$ cat config.mk
export PLATFORM = sky130hd
export DESIGN_NAME = seq_scan_ctrl
export DESIGN_NICKNAME = d
export VERILOG_FILES = /design/src/rtl/seq_scan_ctrl.sv
export SDC_FILE = /design/constraint.sdc
export NUM_CORES = 1
export LEC_CHECK = 0
export CAP_MARGIN = 30
export CORE_ASPECT_RATIO = 1.4
export CORE_MARGIN = 3
export CORE_UTILIZATION = 40
export DETAILED_ROUTE_END_ITERATION = 8
export PLACE_DENSITY_LB_ADDON = 0.05
export SYNTH_ARGS = -nofsm -noshare
export SYNTH_HDL_FRONTEND = slang
export SYNTH_SLANG_ARGS = --single-unit
$ cat constraint.sdc
create_clock -name clock -period 1.76 [get_ports clock]
set_clock_uncertainty 0.15 [all_clocks]
set_input_delay 0.176 -clock clock [delete_from_list [all_inputs] [get_ports clock]]
set_output_delay 0.176 -clock clock [all_outputs]
set_load 0.1 [all_outputs]
$ cat src/rtl/seq_scan_ctrl.sv
// seq_scan_ctrl: word-to-bit sequencer for the serial 0010110 Moore recognizer.
// Accepts W-bit words over valid/ready, feeds them MSB-first into the
// recognizer, counts reported matches and returns the count over valid/ready.
module seq_scan_ctrl #(
  parameter int unsigned W          = 8,
  parameter int unsigned CW         = $clog2(W + 1),
  parameter bit          CLEAR_EACH = 1'b0
) (
  input  logic          clock,
  input  logic          reset,
  input  logic          in_valid,
  output logic          in_ready,
  input  logic [W-1:0]  in_data,
  output logic          out_valid,
  input  logic          out_ready,
  output logic [CW-1:0] match_cnt,
  output logic          busy,
  output logic          rec_x,
  output logic          rec_en,
  output logic          rec_clr,
  input  logic          rec_z
);

  localparam int unsigned BW = $clog2(W + 1);

  typedef enum logic [1:0] {
    IDLE  = 2'd0,
    SHIFT = 2'd1,
    DRAIN = 2'd2,
    DONE  = 2'd3
  } state_t;

  state_t         state;
  logic [W-1:0]   sreg;
  logic [BW-1:0]  bitcnt;
  logic           out_valid_q;

  // Sequencer: load word, shift it out, collect the trailing result, hand off count.
  // rec_z in the first SHIFT cycle (bitcnt==W) still reflects the previous
  // bit/word, so sampling starts one cycle late and DRAIN picks up the last bit.
  always_ff @(posedge clock) begin
    if (reset) begin
      state       <= IDLE;
      sreg        <= '0;
      bitcnt      <= '0;
      match_cnt   <= '0;
      out_valid_q <= 1'b0;
    end else begin
      case (state)
        IDLE: begin
          if (in_valid) begin
            sreg      <= in_data;
            bitcnt    <= BW'(W);
            match_cnt <= '0;
            state     <= SHIFT;
          end
        end
        SHIFT: begin
          sreg   <= {sreg[W-2:0], 1'b0};
          bitcnt <= bitcnt - BW'(1);
          if ((bitcnt != BW'(W)) && rec_z) begin
            match_cnt <= match_cnt + CW'(1);
          end
          if (bitcnt == BW'(1)) begin
            state <= DRAIN;
          end
        end
        DRAIN: begin
          if (rec_z) begin
            match_cnt <= match_cnt + CW'(1);
          end
          out_valid_q <= 1'b1;
          state       <= DONE;
        end
        DONE: begin
          if (out_ready) begin
            out_valid_q <= 1'b0;
            state       <= IDLE;
          end
        end
        default: state <= IDLE;
      endcase
    end
  end

  // Handshake and recognizer controls; reset forces the quiescent values immediately.
  always_comb begin
    in_ready  = (state == IDLE) && !reset;
    busy      = ((state == SHIFT) || (state == DRAIN)) && !reset;
    rec_en    = (state == SHIFT) && !reset;
    rec_x     = (state == SHIFT) ? sreg[W-1] : 1'b0;
    rec_clr   = reset || (CLEAR_EACH && in_valid && (state == IDLE));
    out_valid = out_valid_q && !reset;
  end

endmodule

==> flow_metrics.py, run 1 <==
metrics = {
    "clock_tree": {
        "cts-root-buf": "clkbuf_4",
        "clock_sinks": 19,
        "clock_path_buffers": 2,
        "cts_tree": "yes",
        "clock_latency_ns": 0.29,
        "cts.clk_slew.worst_paths_ns": 0.11,
        "htreeDepth": 1,
        "cts_made_buffers": 3,
    },
    "sta": {
        "fin_ws_ns": -0.0302,
        "worst_pin_slew_ns": 0.276,
        "period_share_pct": 102,
        "setup_viol": 4,
        "slew_headroom_pct": 81.5,
        "fmax_ghz": 0.559,
        "drv_slew": 0,
        "period_needed_ns": 1.79,
        "rsz0062_at_grt": "yes",
        "finalHoldViolCount": 0,
    },
    "placement": {
        "portBuffers": 22,
        "gp_routability_congestion": 0.755,
        "dp.final_hpwl_um": 1870,
        "post-place-cells": 186,
    },
    "final_layout": {
        "drive_above_1_share_pct": 41.2,
        "nFillCells": 191,
        "regArea_um2": 388,
        "n_antenna_cell": 0,
        "fin_cells": 199,
        "final_nets": 189,
        "area_growth_pct": 64.3,
        "multiInputGateArea_um2": 743,
    },
    "global_routing": {
        "grt_first_pass_wirelength_um": 4320,
        "grtUsageTotal_pct": 16.8,
        "grt_max_degree": 15,
        "antenna_found_initial": 0,
        "grt_overflow": 0,
        "grt_pass1_vias": 992,
    },
    "synth": {
        "synth-seq-cells": 19,
        "synth_cell_types": 30,
        "synth_fa_ha_area_share_pct": 11.5,
        "yosys.area_share.simple_pct": 22.9,
        "syn-cell-area_mm2": 0.00108,
        "synth_ff_type": "dfxtp_1",
        "synthMuxAreaShare_pct": 10.2,
        "synth_compound_area_share_pct": 15.4,
        "yosysMostFrequentCell": "dfxtp_1",
        "yosysWarningCount": 0,
        "mappedNetlistNets": 141,
        "synth_area_leaders": "dfxtp_1 35%, ha_1 12%, mux2i_1 10%, a211oi_1 6.2%, nor2_1 5.9%",
        "synth_edf_count": 0,
        "synth-xor-area-share_pct": 0,
        "ys_top_cells_by_count": "19 x dfxtp_1, 17 x nor2_1, 11 x mux2i_1",
        "seq_area_frac_synth_pct": 35.1,
        "synthDominantAreaCellType": "dfxtp_1",
        "synth_top_family_by_area": "simple AND/OR/NAND/NOR gates",
        "avgSynthCellArea_um2": 9.18,
        "synth_top_area_share_pct": 35.1,
        "syn_inst": 118,
        "async_flop_share_pct": 0,
    },
    "route": {
        "drc": 0,
        "wl_per_cell_um": 13.2,
        "drt_wl_total_um": 2620,
        "dr_total_vias": 994,
        "viasPerCell": 4.99,
        "first_iter_violations": 12,
        "first_pass_iters": 3,
        "drtAntennaViolNets": 0,
    },
    "die": {
        "dieArea_mm2": 0.00338,
        "dieHeight_um": 67.6,
        "start_util_pct": 43.4,
        "dieWidth_um": 50.0,
        "ios": 23,
        "core_area_mm2": 0.00250,
        "rows": 21,
    },
    "worst_setup_path": {
        "required_ns": 1.43,
        "critPathArrivalTime_ns": 1.46,
        "crit_fanout": 3,
        "crit_type": "register to primary output",
        "endpoint_kind": "primary output",
        "start_kind": "register",
    },
    "power_and_ir_drop": {
        "seqPwrFrac_pct": 21.7,
        "comb_power_share_pct": 71.7,
        "clkPwrFrac_pct": 6.6,
        "cellPowerDensity_mw_per_mm2": 1860,
        "switching_power_uw": 1470,
        "p_int_uw": 1840,
        "power.leakage_uw": 0.000757,
        "finalPower_uw": 3310,
        "ir_drop_mv": 1.34,
        "switching_share_pct": 44.4,
    },
    "min_path": {
        "hold_path.class": "input pin to register",
    },
    "flow_run": {
        "max_cap_viol_count": 0,
    },
    "outcome": {
        "violations": "setup timing",
        "status": "complete, but fails checks",
    },
}
[power groups by stage]
stage / registers (uW) / clock network (uW) / logic, uW
after floorplan: 811 / 0 / 1240
after global placement: 702 / 0 / 1970
after detailed placement: 711 / 0 / 2000
after CTS: 711 / 238 / 2230
after global routing: 740 / 253 / 2560
final: 718 / 219 / 2380
[cell usage in the layout (no fill, tap or decap), drive strengths merged, types with 2 or more instances in the layout]
cell type       n
a211oi          9
nand3           3
ha             10
nor4            2
dfxtp          19
nand2           4
clkbuf          4
mux2i          11
nand2b          4
a21oi           6
and2            2
nor2           17
o21ai           2
clkdlybuf4s50  12
inv             5
nor2b           6
buf            36
nand4b          2
[per-layer routing]
| metal | up-vias | track usage (%) | share of wire, % |
|---|---|---|---|
| li1 | 510 | - | - |
| met2 | 15 | 30.9 | 54 |
| met3 | 2 | 3.75 | 3.5 |
| met5 | - | 0 | 0 |
| met1 | 467 | 18.2 | 42 |
| met4 | 0 | 7.27 | 0.53 |
[critical path, stage by stage (launching register included)]
cell	delay, ns
dfxtp_2	0.35
buf_6	0.12
ha_4	0.16
buf_8	0.12
buf_8	0.11
and2_4	0.15
buf_12	0.16
[repair_timing]
item                                    4_1_cts  5_1_grt
setup buffers                                 6        2
resized for setup                            12       10
hold buffers                                  0        0
gates cloned                                  0        1
endpoints found under the setup margin        9       21
pin swaps                                     4       11
[final cells by class]
type	count	share of cell area, %
tap	34	2.39
clock buffer	3	1.26
multi-input combinational	88	41.7
sequential	19	21.8
inverter	5	1.19
clock inverter	1	0.281
timing repair buffer	49	31.3
[per-stage QoR]
| step | util, % | worst slack, ns | hold WS (ns) | TNS [ns] | instance area [um2] |
|---|---|---|---|---|---|
| global route | 71.3 | -0.0853 | 0.317 | -0.534 | 1780 |
| detailed placement | 64.4 | -0.0901 | 0.314 | -0.411 | 1610 |
| finish | 71.3 | -0.0302 | 0.298 | -0.0981 | 1780 |
| global placement | 64.4 | -0.0674 | 0.305 | -0.168 | 1610 |
| floorplan | - | -0.147 | 0.192 | -0.382 | 1130 |
| CTS | 69.2 | -0.0399 | 0.282 | -0.159 | 1730 |
[registers in the layout, indices dropped and copies added (netlist names)]
| name | cells |
|---|---|
| bitcnt | 4 |
| match_cnt | 4 |
| state | 2 |
| sreg | 8 |
| out_valid_q | 1 |
[cell families (layout without fill, tap and decap cells)]
logic type,after synthesis,count (layout)
multiplexers,11,11
flip-flops,19,19
AND/OR/NAND/NOR,44,44
adder cells (fa/ha/maj),10,10
AO/OA/AOI/OAI,23,23
buffers and inverters,11,58
[final timing paths]
check                  start            to  slack, ns  cells after the start
setup / recovery    state[0]         rec_x      -0.03                      6
hold / removal    in_data[0]       sreg[0]       0.30                      3
hold reg to reg      sreg[0]       sreg[0]       0.33                      2
setup reg to reg    state[0]  match_cnt[3]      -0.03                      7
Power figures use the tool's default switching activity.
==> run 2, diff against run 1 <==
Settings changed: ABC_AREA set to 1.
==> flow_metrics.py, run 2 <==
metrics = {
    "sta": {
        "hold_slack_ns": 0.280,
        "setup_viol": 0,
        "finalHoldViolCount": 0,
        "worst_pin_slew_ns": 0.313,
        "fmax_ghz": 0.583,
        "slew_headroom_pct": 79.1,
        "period_share_pct": 97.4,
        "drv_slew": 0,
        "fin_ws_ns": 0.0451,
        "period_needed_ns": 1.71,
    },
    "route": {
        "wl_per_cell_um": 10.6,
        "drtAntennaViolNets": 0,
        "viasPerCell": 4.80,
        "drc": 0,
        "first_pass_iters": 4,
        "drt_wl_total_um": 2330,
        "dr_total_vias": 1057,
        "first_iter_violations": 19,
    },
    "clock_tree": {
        "clock_path_buffers": 2,
        "postCtsHoldBufs": 0,
        "clock_latency_ns": 0.30,
        "htreeDepth": 1,
        "cts_made_buffers": 3,
        "clock_sinks": 19,
        "cts-root-buf": "clkbuf_4",
        "cts.clk_slew.worst_paths_ns": 0.12,
        "cts_tree": "yes",
    },
    "min_path": {
        "hold_path.class": "input pin to register",
    },
    "final_layout": {
        "nFillCells": 225,
        "fin_cells": 220,
        "largest_register": "sreg",
        "drive_above_1_share_pct": 24.2,
        "final_nets": 210,
        "area_growth_pct": 44.0,
        "reg.largest.list": "sreg (8), bitcnt (4), match_cnt (4)",
        "n_antenna_cell": 0,
        "most-common-layout-cells": "43 x nand2_1, 17 x inv_1, 15 x dfxtp_1",
        "largest_reg_flops": 8,
        "final_common_cell": "nand2_1",
        "final_util_pct": 63.5,
    },
    "synth": {
        "syn_inst": 156,
        "synthDominantAreaCellType": "dfxtp_1",
        "async_flop_share_pct": 0,
        "mappedNetlistNets": 179,
        "avgSynthCellArea_um2": 7.05,
        "synth_area_leaders": "dfxtp_1 35%, nand2_1 15%, ha_1 11%, inv_1 6.8%, a21oi_1 5.5%",
        "ys_top_cells_by_count": "43 x nand2_1, 20 x inv_1, 19 x dfxtp_1",
        "synth_cell_types": 21,
        "synth_ff_type": "dfxtp_1",
        "syn-cell-area_mm2": 0.00110,
        "seq_area_frac_synth_pct": 34.6,
        "synth-seq-cells": 19,
        "yosysMostFrequentCell": "nand2_1",
        "yosysWarningCount": 0,
        "synth_edf_count": 0,
        "synth_top_area_share_pct": 34.6,
    },
    "worst_setup_path": {
        "crit_type": "register to primary output",
        "rrSetupSlack_ns": 0.26,
        "cp_cell_sequence": "inv_4 > ha_4 > inv_1 > nor2_4 > buf_12",
        "critPathArrivalTime_ns": 1.39,
        "r2r-start": "state[1]",
        "r2r_end": "bitcnt[3]",
        "crit_end": "busy",
        "slowest_delay_ns": 0.40,
        "reg2reg_depth": 9,
        "critPathSlowestCell": "dfxtp_4",
        "endpoint_kind": "primary output",
        "crit_path_start": "state[0]",
        "required_ns": 1.43,
        "crit_fanout": 4,
        "start_kind": "register",
    },
    "global_routing": {
        "grt_overflow": 0,
        "grt_pass1_vias": 973,
        "antenna_found_initial": 0,
        "grtUsageTotal_pct": 14.4,
        "grt_first_pass_wirelength_um": 3880,
        "grt_max_degree": 24,
    },
    "placement": {
        "gp_routability_congestion": 0.810,
        "pre_cts_ws_ns": 0.199,
        "dp.final_hpwl_um": 1790,
        "post-place-cells": 211,
        "portBuffers": 22,
    },
    "power_and_ir_drop": {
        "finalPower_uw": 2980,
        "cellPowerDensity_mw_per_mm2": 1880,
        "power.leakage_uw": 0.000697,
        "ir_drop_mv": 0.915,
    },
    "die": {
        "core_area_mm2": 0.00250,
        "ios": 23,
        "dieArea_mm2": 0.00342,
        "start_util_pct": 44.1,
        "dieHeight_um": 68.0,
        "rows": 21,
        "dieWidth_um": 50.3,
    },
    "flow_run": {
        "max_cap_viol_count": 0,
    },
    "outcome": {
        "status": "completed",
    },
}
run 2: changes by cell type after synthesis, moves of 3 or more:
cell | previous run | this run
nand2b_1 | 4 | 0
nor2b_1 | 6 | 0
a211oi_1 | 9 | 0
mux2i_1 | 11 | 0
a31oi_1 | 0 | 7
inv_1 | 5 | 20
clkbuf_1 | 3 | 0
nor2_1 | 17 | 12
nand2_1 | 4 | 43
o21ai_1 | 0 | 7
a21oi_1 | 6 | 12
nand3_1 | 3 | 9
run 2: routing by layer:
| metal | vias to the layer above | track usage [%] | share of wire [%] |
|---|---|---|---|
| met3 | 2 | 1.96 | 4.1 |
| li1 | 558 | - | - |
| met4 | 0 | 6.06 | 0.73 |
| met1 | 476 | 14.4 | 42 |
| met5 | - | 0 | 0 |
| met2 | 21 | 29.2 | 53 |
run 2: kinds of logic (layout without fill, tap and decap cells):
group	after synthesis	after routing	synth area share, %
xor gates and xnor gates	1	1	0.797
AOI/OAI and AO/OA	29	29	15.2
DFF	19	19	34.6
buffers and inverters	28	58	11.5
adders and majority gates	10	10	11.4
and+or+nand+nor	69	69	26.5
run 2: worst max-delay path, delay by kind of cell (launching register included):
kind | cells | cell delay, ns
adders and majority gates | 1 | 0.26
buffers and inverters | 3 | 0.29
DFF | 1 | 0.40
and+or+nand+nor | 1 | 0.14
run 2: worst min path at each step:
stage / startpoint / endpoint / slack (ns) / depth (start not counted)
final: in_data[3] / sreg[3] / 0.28 / 3
after global routing: in_data[3] / sreg[3] / 0.27 / 3
after CTS: in_data[3] / sreg[3] / 0.27 / 3
after detailed placement: bitcnt[1] / bitcnt[1] / 0.31 / 2
after global placement: bitcnt[1] / bitcnt[1] / 0.30 / 2
after floorplan: in_data[1] / sreg[1] / 0.19 / 2
run 2: timing repair:
action,4_1_cts,5_1_grt
gates resized for setup,4,4
buffers inserted,4,1
endpoints found under the setup margin,3,2
pin swaps,1,2
gates cloned,0,0
run 2: cell type report:
| class | instances | area [um2] | share of cell area [%] |
|---|---|---|---|
| multi-input cells | 109 | 638 | 40.3 |
| repair buffers | 32 | 399 | 25.2 |
| inverters | 22 | 88.8 | 5.61 |
| clock inverters | 1 | 5.00 | 0.316 |
| flip-flops and latches | 19 | 388 | 24.5 |
| well taps | 34 | 42.5 | 2.69 |
| clock buffers | 3 | 22.5 | 1.42 |
run 2: where the power goes:
group	internal (uW)	switching (uW)
sequential	618	133
clock	84.5	137
combinational	766	1240
run 2: through the flow:
step           cell area [um2]   TNS, ns
2_1_floorplan             1120         0
3_3_place_gp              1480         0
3_5_place_dp              1480         0
4_1_cts                   1560  -0.00276
5_1_grt                   1580  -0.00264
6_report                  1580         0
==> run 3, diff against run 2 <==
Settings changed: CORE_MARGIN 3 to 2, HOLD_SLACK_MARGIN set to 0.02.
==> flow_metrics.py, run 3 (synthesis gave the netlist of run 2 again) <==
metrics = {
    "outcome": {
        "status": "completed",
    },
    "final_layout": {
        "multiInputGateArea_um2": 638,
        "largest_reg_flops": 8,
        "fin_cells": 220,
        "regArea_um2": 388,
        "n_antenna_cell": 0,
        "area_growth_pct": 42.7,
        "most-common-layout-cells": "43 x nand2_1, 15 x inv_1, 15 x dfxtp_1",
        "drive_above_1_share_pct": 23.9,
        "reg.largest.list": "sreg (8), bitcnt (4), match_cnt (4)",
        "largest_register": "sreg",
        "final_common_cell": "nand2_1",
        "nFillCells": 248,
        "final_nets": 208,
    },
    "worst_setup_path": {
        "crit_type": "register to primary output",
        "endpoint_kind": "primary output",
        "r2r-start": "state[1]",
        "required_ns": 1.43,
        "critPathArrivalTime_ns": 1.38,
        "start_kind": "register",
        "reg2reg_depth": 8,
        "r2r_end": "match_cnt[1]",
        "rrSetupSlack_ns": 0.23,
        "crit_fanout": 4,
    },
    "sta": {
        "hold_slack_ns": 0.281,
        "setup_viol": 0,
        "fin_ws_ns": 0.0528,
        "worst_pin_slew_ns": 0.328,
        "setup_tns_ns": 0,
        "period_needed_ns": 1.71,
        "finalHoldViolCount": 0,
        "drv_slew": 0,
        "period_share_pct": 97.0,
        "slew_headroom_pct": 78.1,
        "fmax_ghz": 0.586,
        "rsz0062_at_grt": "yes",
    },
    "route": {
        "viasPerCell": 4.83,
        "wl_per_cell_um": 10.8,
        "dr_total_vias": 1062,
        "drc": 0,
        "first_pass_iters": 4,
        "drt_wl_total_um": 2390,
        "first_iter_violations": 11,
        "drtAntennaViolNets": 0,
    },
    "die": {
        "start_util_pct": 42.1,
        "ios": 23,
        "dieHeight_um": 66.0,
        "dieArea_mm2": 0.00319,
        "dieWidth_um": 48.3,
        "rows": 22,
        "core_area_mm2": 0.00262,
    },
    "placement": {
        "gp_routability_congestion": 0.807,
        "dp.final_hpwl_um": 1810,
        "post-place-cells": 212,
        "pre_cts_ws_ns": 0.187,
        "portBuffers": 22,
    },
    "global_routing": {
        "antenna_found_initial": 0,
        "grt_max_degree": 24,
        "grt_pass1_vias": 965,
        "grt_overflow": 0,
        "grt_first_pass_wirelength_um": 4130,
        "grtUsageTotal_pct": 16.5,
    },
    "clock_tree": {
        "cts_made_buffers": 3,
        "clock_path_buffers": 2,
        "cts.clk_slew.worst_paths_ns": 0.11,
        "postCtsHoldBufs": 0,
        "cts_tree": "yes",
        "clock_sinks": 19,
        "cts-root-buf": "clkbuf_4",
        "clock_latency_ns": 0.30,
        "htreeDepth": 1,
    },
    "min_path": {
        "hold_path.class": "input pin to register",
        "hp-start": "in_data[3]",
        "whs_path_depth": 3,
        "hold_end": "sreg[3]",
    },
    "power_and_ir_drop": {
        "power.leakage_uw": 0.000681,
        "cellPowerDensity_mw_per_mm2": 1890,
        "ir_drop_mv": 0.879,
    },
    "flow_run": {
        "max_cap_viol_count": 0,
    },
}
run 3: cell types whose count changed in the layout (fill, tap and decap cells not counted):
| cell | previous run | this run |
|---|---|---|
| buf_6 | 1 | 0 |
| inv_1 | 17 | 15 |
| buf_4 | 9 | 8 |
| inv_4 | 1 | 2 |
| clkinv_2 | 1 | 0 |
| inv_2 | 3 | 4 |
| clkbuf_1 | 0 | 1 |
run 3: repair_timing:
item | CTS | global route
resized for setup | 4 | 6
setup buffers | 3 | 1
pin swaps | 1 | 2
setup endpoints to repair | 3 | 5
run 3: how the worst max path moves through the flow:
stage,from,end,slack [ns],depth (start not counted)
after floorplan,match_cnt[2],match_cnt[3],0.0002,4
after global placement,state[1],rec_en,0.17,5
final,state[0],busy,0.05,5
after global routing,state[0],busy,-0.009,5
after CTS,state[0],busy,-0.02,5
after detailed placement,state[1],bitcnt[2],0.19,8
run 3: area by class of cell:
| class | instances | share of cell area, % |
|---|---|---|
| multi-input cells | 109 | 40.7 |
| flip-flops and latches | 19 | 24.7 |
| repair buffers | 30 | 24.2 |
| inverters | 22 | 5.82 |
| well taps | 36 | 2.87 |
| clock buffers | 4 | 1.67 |
run 3: critical path: stages, from the launching register on:
cell	delay (ns)
dfxtp_4	0.41
inv_4	0.06
ha_4	0.27
inv_2	0.04
nor2_4	0.12
buf_12	0.18
run 3: metrics by stage:
stage / utilization [%] / power (uW) / cell area (um2)
2_1_floorplan: - / 2110 / 1120
3_3_place_gp: 56.5 / 2560 / 1480
3_5_place_dp: 56.5 / 2610 / 1480
4_1_cts: 59.0 / 2910 / 1540
5_1_grt: 60.0 / 3200 / 1570
6_report: 60.0 / 2960 / 1570
run 3: layer usage:
metal / routed length, um / GRT usage, % / share of wire (%) / up-vias
li1: - / - / - / 554
met3: 85 / 2.71 / 3.6 / 4
met1: 1030 / 18.8 / 43 / 485
met2: 1230 / 29.5 / 52 / 19
met4: 38 / 8.57 / 1.6 / 0
met5: 0 / 0 / 0 / -
run 3: where the power goes:
part	leakage (uW)	total [uW]	switching (uW)	internal, uW
Sequential	0.000158	771	152	619
Clock	0.0000150	221	133	88.3
Combinational	0.000507	1970	1230	742
